$ cat config.mk
export PLATFORM = sky130hd
export DESIGN_NAME = hazard_ctrl
export DESIGN_NICKNAME = d
export VERILOG_FILES = /design/src/rtl/hazard_ctrl.sv
export SDC_FILE = /design/constraint.sdc
export NUM_CORES = 1
export LEC_CHECK = 0
export CAP_MARGIN = 20
export CORE_ASPECT_RATIO = 0.9
export CORE_MARGIN = 5
export CORE_UTILIZATION = 28
export CTS_CLUSTER_DIAMETER = 40
export DETAILED_ROUTE_END_ITERATION = 6
export PLACE_DENSITY = 0.64
export REMOVE_ABC_BUFFERS = 1
export SLEW_MARGIN = 20
export SYNTH_ARGS = -nofsm -noshare
export SYNTH_HDL_FRONTEND = slang
export SYNTH_SLANG_ARGS = --single-unit
$ cat constraint.sdc
create_clock -name clk -period 4.6 [get_ports clk]
set_input_delay 0.92 -clock clk [delete_from_list [all_inputs] [get_ports clk]]
set_output_delay 0.92 -clock clk [all_outputs]
set_load 0.005 [all_outputs]
$ cat src/rtl/hazard_ctrl.sv
// hazard_ctrl: decode-stage hazard detection and forwarding-select generation
// for the five-stage MIPS pipeline. Tracks E/M/W destination records and
// derives stall (PC/D freeze, E bubble) plus D-stage forwarding selects.
// Optional MDU support is compiled in with `define HAZARD_MDU_EN.
module hazard_ctrl #(
  parameter int MULT_CYC = 5,
  parameter int DIV_CYC  = 10
) (
  input  logic        clk,
  input  logic        reset,
  input  logic [31:0] IR_D,
  output logic        PC_en,
  output logic        D_en,
  output logic        E_clr,
  output logic [1:0]  FCMP1D,
  output logic [1:0]  FCMP2D,
  output logic [1:0]  FPCD,
  output logic        mdu_busy
);

  localparam logic [5:0] OP_RTYPE = 6'h00;
  localparam logic [5:0] OP_JAL   = 6'h03;
  localparam logic [5:0] OP_BEQ   = 6'h04;
  localparam logic [5:0] OP_ORI   = 6'h0d;
  localparam logic [5:0] OP_LUI   = 6'h0f;
  localparam logic [5:0] OP_LW    = 6'h23;
  localparam logic [5:0] OP_SW    = 6'h2b;
  localparam logic [5:0] FN_JR    = 6'h08;
  localparam logic [5:0] FN_ADDU  = 6'h21;
  localparam logic [5:0] FN_SUBU  = 6'h23;

  localparam logic [1:0] SEL_RD = 2'b00;
  localparam logic [1:0] SEL_W  = 2'b01;
  localparam logic [1:0] SEL_M  = 2'b10;

  logic [5:0] op, funct;
  logic [4:0] rs, rt, rd;

  assign op    = IR_D[31:26];
  assign rs    = IR_D[25:21];
  assign rt    = IR_D[20:16];
  assign rd    = IR_D[15:11];
  assign funct = IR_D[5:0];

  logic       rs_used, rt_used;
  logic [1:0] rs_tuse, rt_tuse;
  logic [4:0] dec_a3;
  logic [1:0] dec_tnew;
  logic       stall;

  // Stage records; W only needs A3 because its Tnew is always 0.
  logic [4:0] e_a3_q, e_a3_d, m_a3_q, m_a3_d, w_a3_q, w_a3_d;
  logic [1:0] e_tnew_q, e_tnew_d, m_tnew_q, m_tnew_d;

`ifdef HAZARD_MDU_EN
  localparam logic [5:0] FN_MFHI  = 6'h10;
  localparam logic [5:0] FN_MTHI  = 6'h11;
  localparam logic [5:0] FN_MFLO  = 6'h12;
  localparam logic [5:0] FN_MTLO  = 6'h13;
  localparam logic [5:0] FN_MULT  = 6'h18;
  localparam logic [5:0] FN_MULTU = 6'h19;
  localparam logic [5:0] FN_DIV   = 6'h1a;
  localparam logic [5:0] FN_DIVU  = 6'h1b;
  localparam int MAX_CYC = (MULT_CYC > DIV_CYC) ? MULT_CYC : DIV_CYC;
  localparam int CNT_W   = $clog2(MAX_CYC + 1);

  logic             is_mdu, is_mul, is_div;
  logic [CNT_W-1:0] cnt_q, cnt_d;
`endif

  // Decode the D-stage instruction into source usage, Tuse, A3 and Tnew.
  always_comb begin
    rs_used  = 1'b0;
    rt_used  = 1'b0;
    rs_tuse  = 2'd0;
    rt_tuse  = 2'd0;
    dec_a3   = 5'd0;
    dec_tnew = 2'd0;
`ifdef HAZARD_MDU_EN
    is_mdu = 1'b0;
    is_mul = 1'b0;
    is_div = 1'b0;
`endif
    case (op)
      OP_RTYPE: begin
        case (funct)
          FN_ADDU, FN_SUBU: begin
            rs_used  = 1'b1;
            rt_used  = 1'b1;
            rs_tuse  = 2'd1;
            rt_tuse  = 2'd1;
            dec_a3   = rd;
            dec_tnew = 2'd1;
          end
          FN_JR: rs_used = 1'b1;
`ifdef HAZARD_MDU_EN
          FN_MULT, FN_MULTU, FN_DIV, FN_DIVU: begin
            rs_used = 1'b1;
            rt_used = 1'b1;
            rs_tuse = 2'd1;
            rt_tuse = 2'd1;
            is_mdu  = 1'b1;
            is_mul  = (funct == FN_MULT) || (funct == FN_MULTU);
            is_div  = (funct == FN_DIV) || (funct == FN_DIVU);
          end
          FN_MFHI, FN_MFLO: begin
            dec_a3   = rd;
            dec_tnew = 2'd1;
            is_mdu   = 1'b1;
          end
          FN_MTHI, FN_MTLO: begin
            rs_used = 1'b1;
            rs_tuse = 2'd1;
            is_mdu  = 1'b1;
          end
`endif
          default: ;
        endcase
      end
      OP_ORI, OP_LUI: begin
        rs_used  = 1'b1;
        rs_tuse  = 2'd1;
        dec_a3   = rt;
        dec_tnew = 2'd1;
      end
      OP_LW: begin
        rs_used  = 1'b1;
        rs_tuse  = 2'd1;
        dec_a3   = rt;
        dec_tnew = 2'd2;
      end
      OP_SW: begin
        rs_used = 1'b1;
        rt_used = 1'b1;
        rs_tuse = 2'd1;
        rt_tuse = 2'd2;
      end
      OP_BEQ: begin
        rs_used = 1'b1;
        rt_used = 1'b1;
      end
      OP_JAL: begin
        dec_a3   = 5'd31;
        dec_tnew = 2'd1;
      end
      default: ;
    endcase
  end

  // Stall when a used source depends on an E/M producer not ready in time.
  always_comb begin
    stall = 1'b0;
    if (rs_used && rs != 5'd0) begin
      if (e_a3_q == rs && e_tnew_q > rs_tuse) stall = 1'b1;
      if (m_a3_q == rs && m_tnew_q > rs_tuse) stall = 1'b1;
    end
    if (rt_used && rt != 5'd0) begin
      if (e_a3_q == rt && e_tnew_q > rt_tuse) stall = 1'b1;
      if (m_a3_q == rt && m_tnew_q > rt_tuse) stall = 1'b1;
    end
`ifdef HAZARD_MDU_EN
    if (is_mdu && cnt_q != '0) stall = 1'b1;
`endif
  end

  // Forwarding selects: ready M result beats W result; $0 never forwards.
  always_comb begin
    FCMP1D = SEL_RD;
    FCMP2D = SEL_RD;
    if (rs_used && rs != 5'd0) begin
      if (m_a3_q == rs && m_tnew_q == 2'd0) FCMP1D = SEL_M;
      else if (w_a3_q == rs)                FCMP1D = SEL_W;
    end
    if (rt_used && rt != 5'd0) begin
      if (m_a3_q == rt && m_tnew_q == 2'd0) FCMP2D = SEL_M;
      else if (w_a3_q == rt)                FCMP2D = SEL_W;
    end
  end

  assign FPCD  = FCMP1D;
  assign PC_en = ~stall;
  assign D_en  = ~stall;
  assign E_clr = stall;

  // Advance the stage records, inserting a bubble into E on stall.
  always_comb begin
    e_a3_d   = stall ? 5'd0 : dec_a3;
    e_tnew_d = stall ? 2'd0 : dec_tnew;
    m_a3_d   = e_a3_q;
    m_tnew_d = (e_tnew_q == 2'd0) ? 2'd0 : e_tnew_q - 2'd1;
    w_a3_d   = m_a3_q;
  end

  // Stage record registers.
  always_ff @(posedge clk or negedge reset) begin
    if (!reset) begin
      e_a3_q   <= 5'd0;
      e_tnew_q <= 2'd0;
      m_a3_q   <= 5'd0;
      m_tnew_q <= 2'd0;
      w_a3_q   <= 5'd0;
    end else begin
      e_a3_q   <= e_a3_d;
      e_tnew_q <= e_tnew_d;
      m_a3_q   <= m_a3_d;
      m_tnew_q <= m_tnew_d;
      w_a3_q   <= w_a3_d;
    end
  end

`ifdef HAZARD_MDU_EN
  // MDU busy counter: load on mult/div issue, otherwise count down to 0.
  always_comb begin
    cnt_d = cnt_q;
    if (!stall && is_mul)      cnt_d = CNT_W'(MULT_CYC);
    else if (!stall && is_div) cnt_d = CNT_W'(DIV_CYC);
    else if (cnt_q != '0)      cnt_d = cnt_q - CNT_W'(1);
  end

  // MDU busy counter register.
  always_ff @(posedge clk or negedge reset) begin
    if (!reset) cnt_q <= '0;
    else        cnt_q <= cnt_d;
  end

  assign mdu_busy = (cnt_q != '0);

  logic unused_bits;
  assign unused_bits = ^IR_D[10:6];
`else
  assign mdu_busy = 1'b0;

  logic unused_bits;
  assign unused_bits = ^{IR_D[10:6], 32'(MULT_CYC), 32'(DIV_CYC)};
`endif

endmodule

* Word-level counts from Yosys, hierarchy flattened *
Cells that the tools add are included.

storage, ports and cells
  register bits = 19
  bits in latches = 0
  RAM bits = 0
  bits in read-only memories = 0
  input port bits = 34
  output and inout port bits = 10
  logic and storage cells = 71
  memories = 0

cells by class
  $add $sub $neg = 1
  multiply operators = 0
  divide/modulo/power cells = 0
  order comparisons = 4
  eq/ne operators = 15
  shift-type cells = 0
  multiplexer cells = 25
  bitwise operators = 1
  reductions and logical operators = 20

operators by type and width
  cell                 count
  $eq 5x5->1           6
  $eq 6x6->1 const B   4
  $eq 6x4->1 const B   3
  $pmux 5 s3           1
  $mux 2               6
  $mux 1               11
  $mux 5               2
  $reduce_bool 5->1    2
  $reduce_or 3->1      3
  $gt 2x2->1           4
  $logic_and 1x1->1    8
  $eq 6x2->1 const B   1
  $eq 6x3->1 const B   1
  $logic_not 6->1      1
  $pmux 1 s2           3
  $pmux 2 s3           1
  $reduce_or 5->1      1
  $logic_not 2->1      2
  $pmux 2 s2           1
  $reduce_or 2->1      2
  $reduce_or 4->1      1
  $sub 2x1->2 const B  1
  $not 1->1            1

* Longest topological paths before layout *
Gate-level depths: netlist of the first run.

  word-level depth = 13
  depth in mapped cells = 10

* Worst setup path before layout of the first run *
OpenSTA, ideal clock, no wires.

  path type = input-to-output
  from = in IR_D[26]
  to = out PC_en
  arrival = 2.904 ns
  slack = 0.776 ns
  stages on the path = 7
  path buffers = 1
  cell sequence = or4_4 nor2_4 ha_1 a2111oi_0 o211ai_2 nor2b_1 buf_4

on the way
  cells in the longest elaborated chain, start to end = 12

RTL lines
  what                                             line  RTL
  start: declaration                               11    input logic [31:0] IR_D,
  $eq 6x6->1 / $eq 6x4->1 (equally long branches)  84    case (op)
  $reduce_or 4->1 (no source line)                 n/a
  $pmux 1 s2                                       84
  $gt 2x2->1                                       154   if (e_a3_q == rs && e_tnew_q > rs_tuse) stall = 1'b1;
  $logic_and 1x1->1                                154
  $mux 1                                           154
  $mux 1                                           155   if (m_a3_q == rs && m_tnew_q > rs_tuse) stall = 1'b1;
  $mux 1                                           153   if (rs_used && rs != 5'd0) begin
  $mux 1                                           158   if (e_a3_q == rt && e_tnew_q > rt_tuse) stall = 1'b1;
  $mux 1                                           159   if (m_a3_q == rt && m_tnew_q > rt_tuse) stall = 1'b1;
  $mux 1 *                                         157   if (rt_used && rt != 5'd0) begin
  $not 1->1 *                                      n/a
  end: declaration                                 12    output logic PC_en,

Mark *: on every way between the ends. The rest lies on a longest branch, timed or not.

* Worst setup path after layout of the first run *
  from = in IR_D[27]
  to = out PC_en

on the way
  cells in the longest elaborated chain, start to end = 12

RTL lines
  what                                             line  RTL
  $eq 6x6->1 / $eq 6x4->1 (equally long branches)  84
  $reduce_or 4->1 (no source line)                 n/a
  $pmux 1 s2                                       84
  $gt 2x2->1                                       154
  $logic_and 1x1->1                                154
  $mux 1                                           154
  $mux 1                                           155
  $mux 1                                           153
  $mux 1                                           158
  $mux 1                                           159
  $mux 1 *                                         157
  $not 1->1 *                                      181   assign PC_en = ~stall;

Marked as above.

==> results of run 1 <==
[where the power goes]
| part | internal [mW] | switching, mW |
|---|---|---|
| Clock | 0.0613 | 0.0635 |
| Combinational | 0.0465 | 0.0374 |
| Sequential | 0.170 | 0.00374 |
[what timing repair did]
item	CTS	global route
endpoints found under the hold margin	0	0
pin swaps	0	3
resized for setup	2	16
setup endpoints to repair	3	3
buffers inserted	0	1
[flip-flops by register name (all words and copies together) (netlist names)]
name and flops:
e_tnew_q 2, e_a3_q 5, m_a3_q 5, m_tnew_q 2, w_a3_q 5
[per-layer routing]
layer / global-route usage (%) / share of wire, %
met1: 17.02 / 50
met2: 15.82 / 43
met3: 2.054 / 5.2
met4: 4.823 / 2.4
met5: 0 / 0
[cell families after synthesis]
| logic type | after synthesis |
|---|---|
| adder cells (fa/ha/maj) | 4 |
| other | 1 |
| XOR/XNOR | 30 |
| AO/OA/AOI/OAI | 23 |
| flip-flops | 19 |
| buffers and inverters | 13 |
| AND/OR/NAND/NOR | 59 |
[worst max-delay path: stages]
cell and delay (ns):
clkdlybuf4s50_1 0.43, or4_4 0.55, nor2_4 0.15, buf_4 0.13
ha_1 0.25, a2111oi_4 0.42, o211ai_4 0.12, nor2b_4 0.15
clkdlybuf4s50_1 0.45
[synth_stat cells]
cell type  count  area (µm²)
or4_4          1       11.26
and3b_1        1       8.760
nand2b_1       3       18.77
a21oi_4        1       16.27
nor3_1         5       25.02
or4_1          1       7.510
nor4_2         1       12.51
a2111oi_0      1       8.760
o21ai_0        3       15.01
a21boi_0       1       7.510
nor2_4         1       11.26
nand2_1       11       41.29
xor2_1         6       52.55
and2_1         1       6.260
or3_1          1       6.260
o221ai_2       1       15.01
nor2b_1        3       18.77
a21oi_2        1       8.760
nor3b_1        2       15.01
xnor2_1       24       210.2
a21oi_1        5       25.02
dfrtp_1       19       475.5
nor4b_1        1       8.760
inv_1          4       15.01
buf_4          4       30.03
conb_1         1       3.750
ha_1           4       50.05
o21ai_1        1       5.000
a21o_1         1       7.510
nor4_1         2       12.51
a2111oi_1      1       10.01
o211ai_2       1       12.51
nor2_1        13       48.80
o22ai_2        1       12.51
nand4_1        1       6.260
nand3_1        7       35.03
buf_2          5       25.02
nand3b_1       2       15.01
a221o_1        5       50.05
and3_1         2       12.51
[how the worst max path moves through the flow]
| stage | slack, ns | end | start |
|---|---|---|---|
| finish | 0.10 | PC_en | IR_D[27] |
| global route | -0.002 | PC_en | IR_D[26] |
| CTS | 0.003 | PC_en | IR_D[27] |
| detailed placement | -0.01 | PC_en | IR_D[27] |
| global placement | -0.03 | PC_en | IR_D[27] |
| floorplan | 0.91 | D_en | IR_D[26] |
[final cells by class]
type | instances | area [µm²] | share of cell area (%)
multi-input combinational | 117 | 927.1 | 45.27
timing repair buffer | 53 | 500.5 | 24.43
sequential | 19 | 475.5 | 23.21
tap | 65 | 81.33 | 3.971
clock buffer | 3 | 41.29 | 2.016
inverter | 4 | 15.01 | 0.7330
clock inverter | 1 | 7.507 | 0.3665
[metrics by stage]
step,cells,hold slack [ns],utilization (%),TNS (ns)
6_report,262,0.4381,42.63,0
5_1_grt,262,0.4491,42.63,-0.002081
3_5_place_dp,257,0.4218,39.27,-0.01794
4_1_cts,261,0.4403,40.42,0
3_3_place_gp,257,0.4176,39.27,-0.06215
2_1_floorplan,140,0.4095,-,0
==> impl_metrics.yaml, run 1 <==
synth:
  syn_avg_cell_area_um2: 9.245
  netlist_instances: 149
  yosys_warnings: 0
  synth_top_family_by_area: "simple AND/OR/NAND/NOR gates"
  muxShareOfSynthArea_pct: 0
  synth_compound_area_share_pct: 14.08
  synth.yosys.seq_area_share_pct: 34.51
  ys_ff_latch: 19
  synthAdderAreaFrac_pct: 3.633
  yosys.area_share.simple_pct: 23.34
  synth_cell_types: 40
  synth_xor_area_share_pct: 19.07
  syn_area_mm2: 0.001378
placed_design:
  dpl.hpwl_mm: 2.966
  place_area_mm2: 0.001887
  gp_congestion: 0.8084
  io_buffers: 37
  place_ws_ns: -0.01027
critical_path:
  timing.setup.critical_path_class: "in -> out"
  critPathLaunchType: "input port"
  reg2reg_slack_ns: 2.75
  rr_endpoint: "e_tnew_q[0]"
  crit_arrival_ns: 3.58
  worstPathMaxFanout: 3
  critPathRequiredTime_ns: 3.68
  reg2regPathDepth: 8
  reg2reg_from: "m_tnew_q[0]"
  cp-end-kind: "output pin"
clocking:
  worstSkewPairLatency_ns: 0.27
  cts_hold_buf: 0
  clockBufferDepth: 2
  cts.reportedPaths.clkPinSlew_ns: 0.08
  htree_levels: 1
  cts_buffers: 3
  clkSinkCount: 19
  cts_tree: "yes"
  clk_root_buffer_cell: "clkbuf_8"
timing:
  maxSlewHeadroom_pct: 41.14
  post-route-period-util_pct: 97.72
  hold_viol_final: 0
  final_max_slew_viol_count: 0
  fin_ws_ns: 0.1049
  fmax_mhz: 222.5
  tightest_slew_ns: 0.8802
  min_period_ns: 4.495
  skew_ns: 0.003951
  setup_viol: 0
hold_path:
  holdPathStages: 0
  hold_path_class: "reg -> reg"
  min_to: "w_a3_q[3]"
  hold_path.startpoint: "m_a3_q[3]"
drt:
  first_pass_iters: 4
  vias_per_cell: 4.702
  routed_wirelength_mm: 3.650
  wl_per_cell_um: 13.93
  drc_errors: 0
  via_count: 1232
  drt-initial-drc-count: 61
  drtAntennaViolNets: 0
finish:
  antennaDiodeCount: 0
  layout_common_cells: "33 x clkdlybuf4s50_1, 24 x xnor2_1, 19 x dfrtp_1"
  areaGrowthSynthToFinish_pct: 48.68
  drive_gt1_share_pct: 17.77
  final_nets: 236
  fillers: 465
  design_area_mm2: 0.002048
  final_common_cell: "clkdlybuf4s50_1"
power:
  total_power_mw: 0.3828
  p_per_area_mw_per_mm2: 186.9
  vdd_ir_drop_max_mv: 0.1009
  leakagePower_nw: 0.8012
status:
  status: "completed"
floorplan:
  die_area_mm2: 0.006424
  die_height_um: 76.54
  ios: 44
  start_util_pct: 28.67
  core_area_mm2: 0.004805
  rows: 24
  die_w_um: 83.94
run:
  max-cap-violations: 0
global_routing:
  grt_usage_pct: 11.41
  overflow: 0
  antenna_found_initial: 0
  grt_max_degree: 20
  grt_pass1_wl_mm: 5.796
  first_global_vias: 1184
Power figures use the tool's default switching activity.
==> run 2, diff against run 1 <==
- CAP_MARGIN: 20 -> not set
==> results of run 2 <==
Final layout, timing and power as in run 1 (identical DEF).
==> run 3, diff against run 2 <==
- CTS_BUF_LIST: not set -> sky130_fd_sc_hd__clkbuf_2 sky130_fd_sc_hd__clkbuf_4 sky130_fd_sc_hd__clkbuf_8
- SETUP_SLACK_MARGIN: not set -> 0.1
==> run 3 against run 2 <==
Critical path depth unchanged. Core utilization up 0.31 points. Clock power about the same. Sequential share of layout area down 0.17 points. Largest power group unchanged.
==> impl_metrics.yaml, run 3 (synthesis gave the netlist of run 1 again) <==
drt:
  first_pass_iters: 4
  drtAntennaViolNets: 0
  drt-initial-drc-count: 54
  routed_wirelength_mm: 3.673
  wl_per_cell_um: 13.97
  via_count: 1244
  drc_errors: 0
  vias_per_cell: 4.730
clocking:
  cts_buffers: 3
  cts_hold_buf: 0
  cts_tree: "yes"
  clkSinkCount: 19
  htree_levels: 1
  clockBufferDepth: 2
  clk_root_buffer_cell: "clkbuf_8"
  worstSkewPairLatency_ns: 0.27
  cts.reportedPaths.clkPinSlew_ns: 0.08
power:
  power_frac_seq_pct: 45.3
  leakagePower_nw: 0.7907
  vdd_ir_drop_max_mv: 0.1011
  power_frac_clock_pct: 32.6
  switching_share_pct: 27.48
  p_int_mw: 0.2784
  p_per_area_mw_per_mm2: 186.1
  pwr-share-comb_pct: 22.0
  switching_power_mw: 0.1055
placed_design:
  gp_congestion: 0.8084
  io_buffers: 37
  dpl.hpwl_mm: 2.966
  place_ws_ns: -0.01027
critical_path:
  reg2regPathDepth: 8
  worstPathMaxFanout: 3
  cp-end-kind: "output pin"
  timing.setup.critical_path_class: "in -> out"
  critPathRequiredTime_ns: 3.68
  critPathLaunchType: "input port"
  crit_arrival_ns: 3.54
timing:
  post-route-period-util_pct: 97.00
  final_max_slew_viol_count: 0
  setup_viol: 0
  rsz0062_at_grt: "true"
  skew_ns: 0.003131
  tightest_slew_ns: 0.8890
  tns_ns: 0
  min_period_ns: 4.462
  hold_viol_final: 0
  fmax_mhz: 224.1
  maxSlewHeadroom_pct: 40.55
  fin_ws_ns: 0.1380
  hold_ws_ns: 0.4385
finish:
  fillers: 465
  final_nets: 237
  antennaDiodeCount: 0
  final_common_cell: "clkdlybuf4s50_1"
  drive_gt1_share_pct: 19.70
  reg_top3: "e_a3_q x5, m_a3_q x5, w_a3_q x5"
  areaGrowthSynthToFinish_pct: 49.77
  layout_common_cells: "34 x clkdlybuf4s50_1, 24 x xnor2_1, 19 x dfrtp_1"
global_routing:
  grt_max_degree: 20
  grt_pass1_wl_mm: 6.058
  first_global_vias: 1250
  overflow: 0
  antenna_found_initial: 0
  grt_usage_pct: 11.99
floorplan:
  die_area_mm2: 0.006424
  start_util_pct: 28.67
  core_area_mm2: 0.004805
  ios: 44
  die_height_um: 76.54
  rows: 24
  die_w_um: 83.94
run:
  max-cap-violations: 0
hold_path:
  hold_path_class: "reg -> reg"
  holdPathStages: 0
status:
  status: "completed"
==> run 3: worst max-delay path, stage by stage <==
cell	delay [ns]
clkdlybuf4s50_1	0.44
or4_4	0.55
nor2_4	0.15
buf_4	0.14
ha_1	0.25
a2111oi_4	0.33
o211ai_2	0.17
nand2b_1	0.11
clkdlybuf4s50_1	0.50
==> run 3: path summary, 6_finish.rpt <==
path | startpoint | endpoint | slack [ns]
min reg2reg | m_a3_q[3] | w_a3_q[3] | 0.44
max in group asynchronous | reset | m_tnew_q[0] | 2.90
max | IR_D[27] | E_clr | 0.14
min | m_a3_q[3] | w_a3_q[3] | 0.44
min in group asynchronous | reset | e_a3_q[1] | 1.15
max reg2reg | m_a3_q[4] | e_tnew_q[0] | 2.74
==> run 3: per-stage QoR <==
stage               cells  area, µm²  power, mW  utilization (%)
global placement      257       1887     0.2559            39.27
CTS                   262       2019     0.3860            42.03
finish                263       2063     0.3839            42.94
detailed placement    257       1887     0.2569            39.27
floorplan             140       1323     0.2071                -
global route          263       2063     0.3963            42.94
==> run 3: layout make-up <==
cell class / count / area (µm²) / share of cell area [%]
clock inverter: 1 / 7.507 / 0.3639
timing repair buffer: 54 / 505.5 / 24.50
multi-input combinational: 117 / 937.1 / 45.42
sequential: 19 / 475.5 / 23.04
inverter: 4 / 15.01 / 0.7277
clock buffer: 3 / 41.29 / 2.001
tap: 65 / 81.33 / 3.942
==> run 3: routing by layer <==
layer  global-route usage [%]  share of wire, %  up-vias
met4                    6.270               2.9        0
met5                        0                 0        -
li1                         -                 -      613
met3                    2.378               5.3        9
met2                    16.53                43       39
met1                    17.34                49      583
==> run 3: repair_timing <==
item	4_1_cts	5_1_grt
gates resized for setup	12	7
pin swaps	5	2
endpoints found under the hold margin	0	0
buffers inserted	1	1
setup endpoints to repair	3	3
==> run 3: power by group through the flow <==
stage	clock [mW]	combinational, mW	sequential, mW
global route	0.129	0.0928	0.174
global placement	0	0.0786	0.177
finish	0.125	0.0845	0.174
detailed placement	0	0.0794	0.177
CTS	0.129	0.0834	0.174
floorplan	0	0.0305	0.177
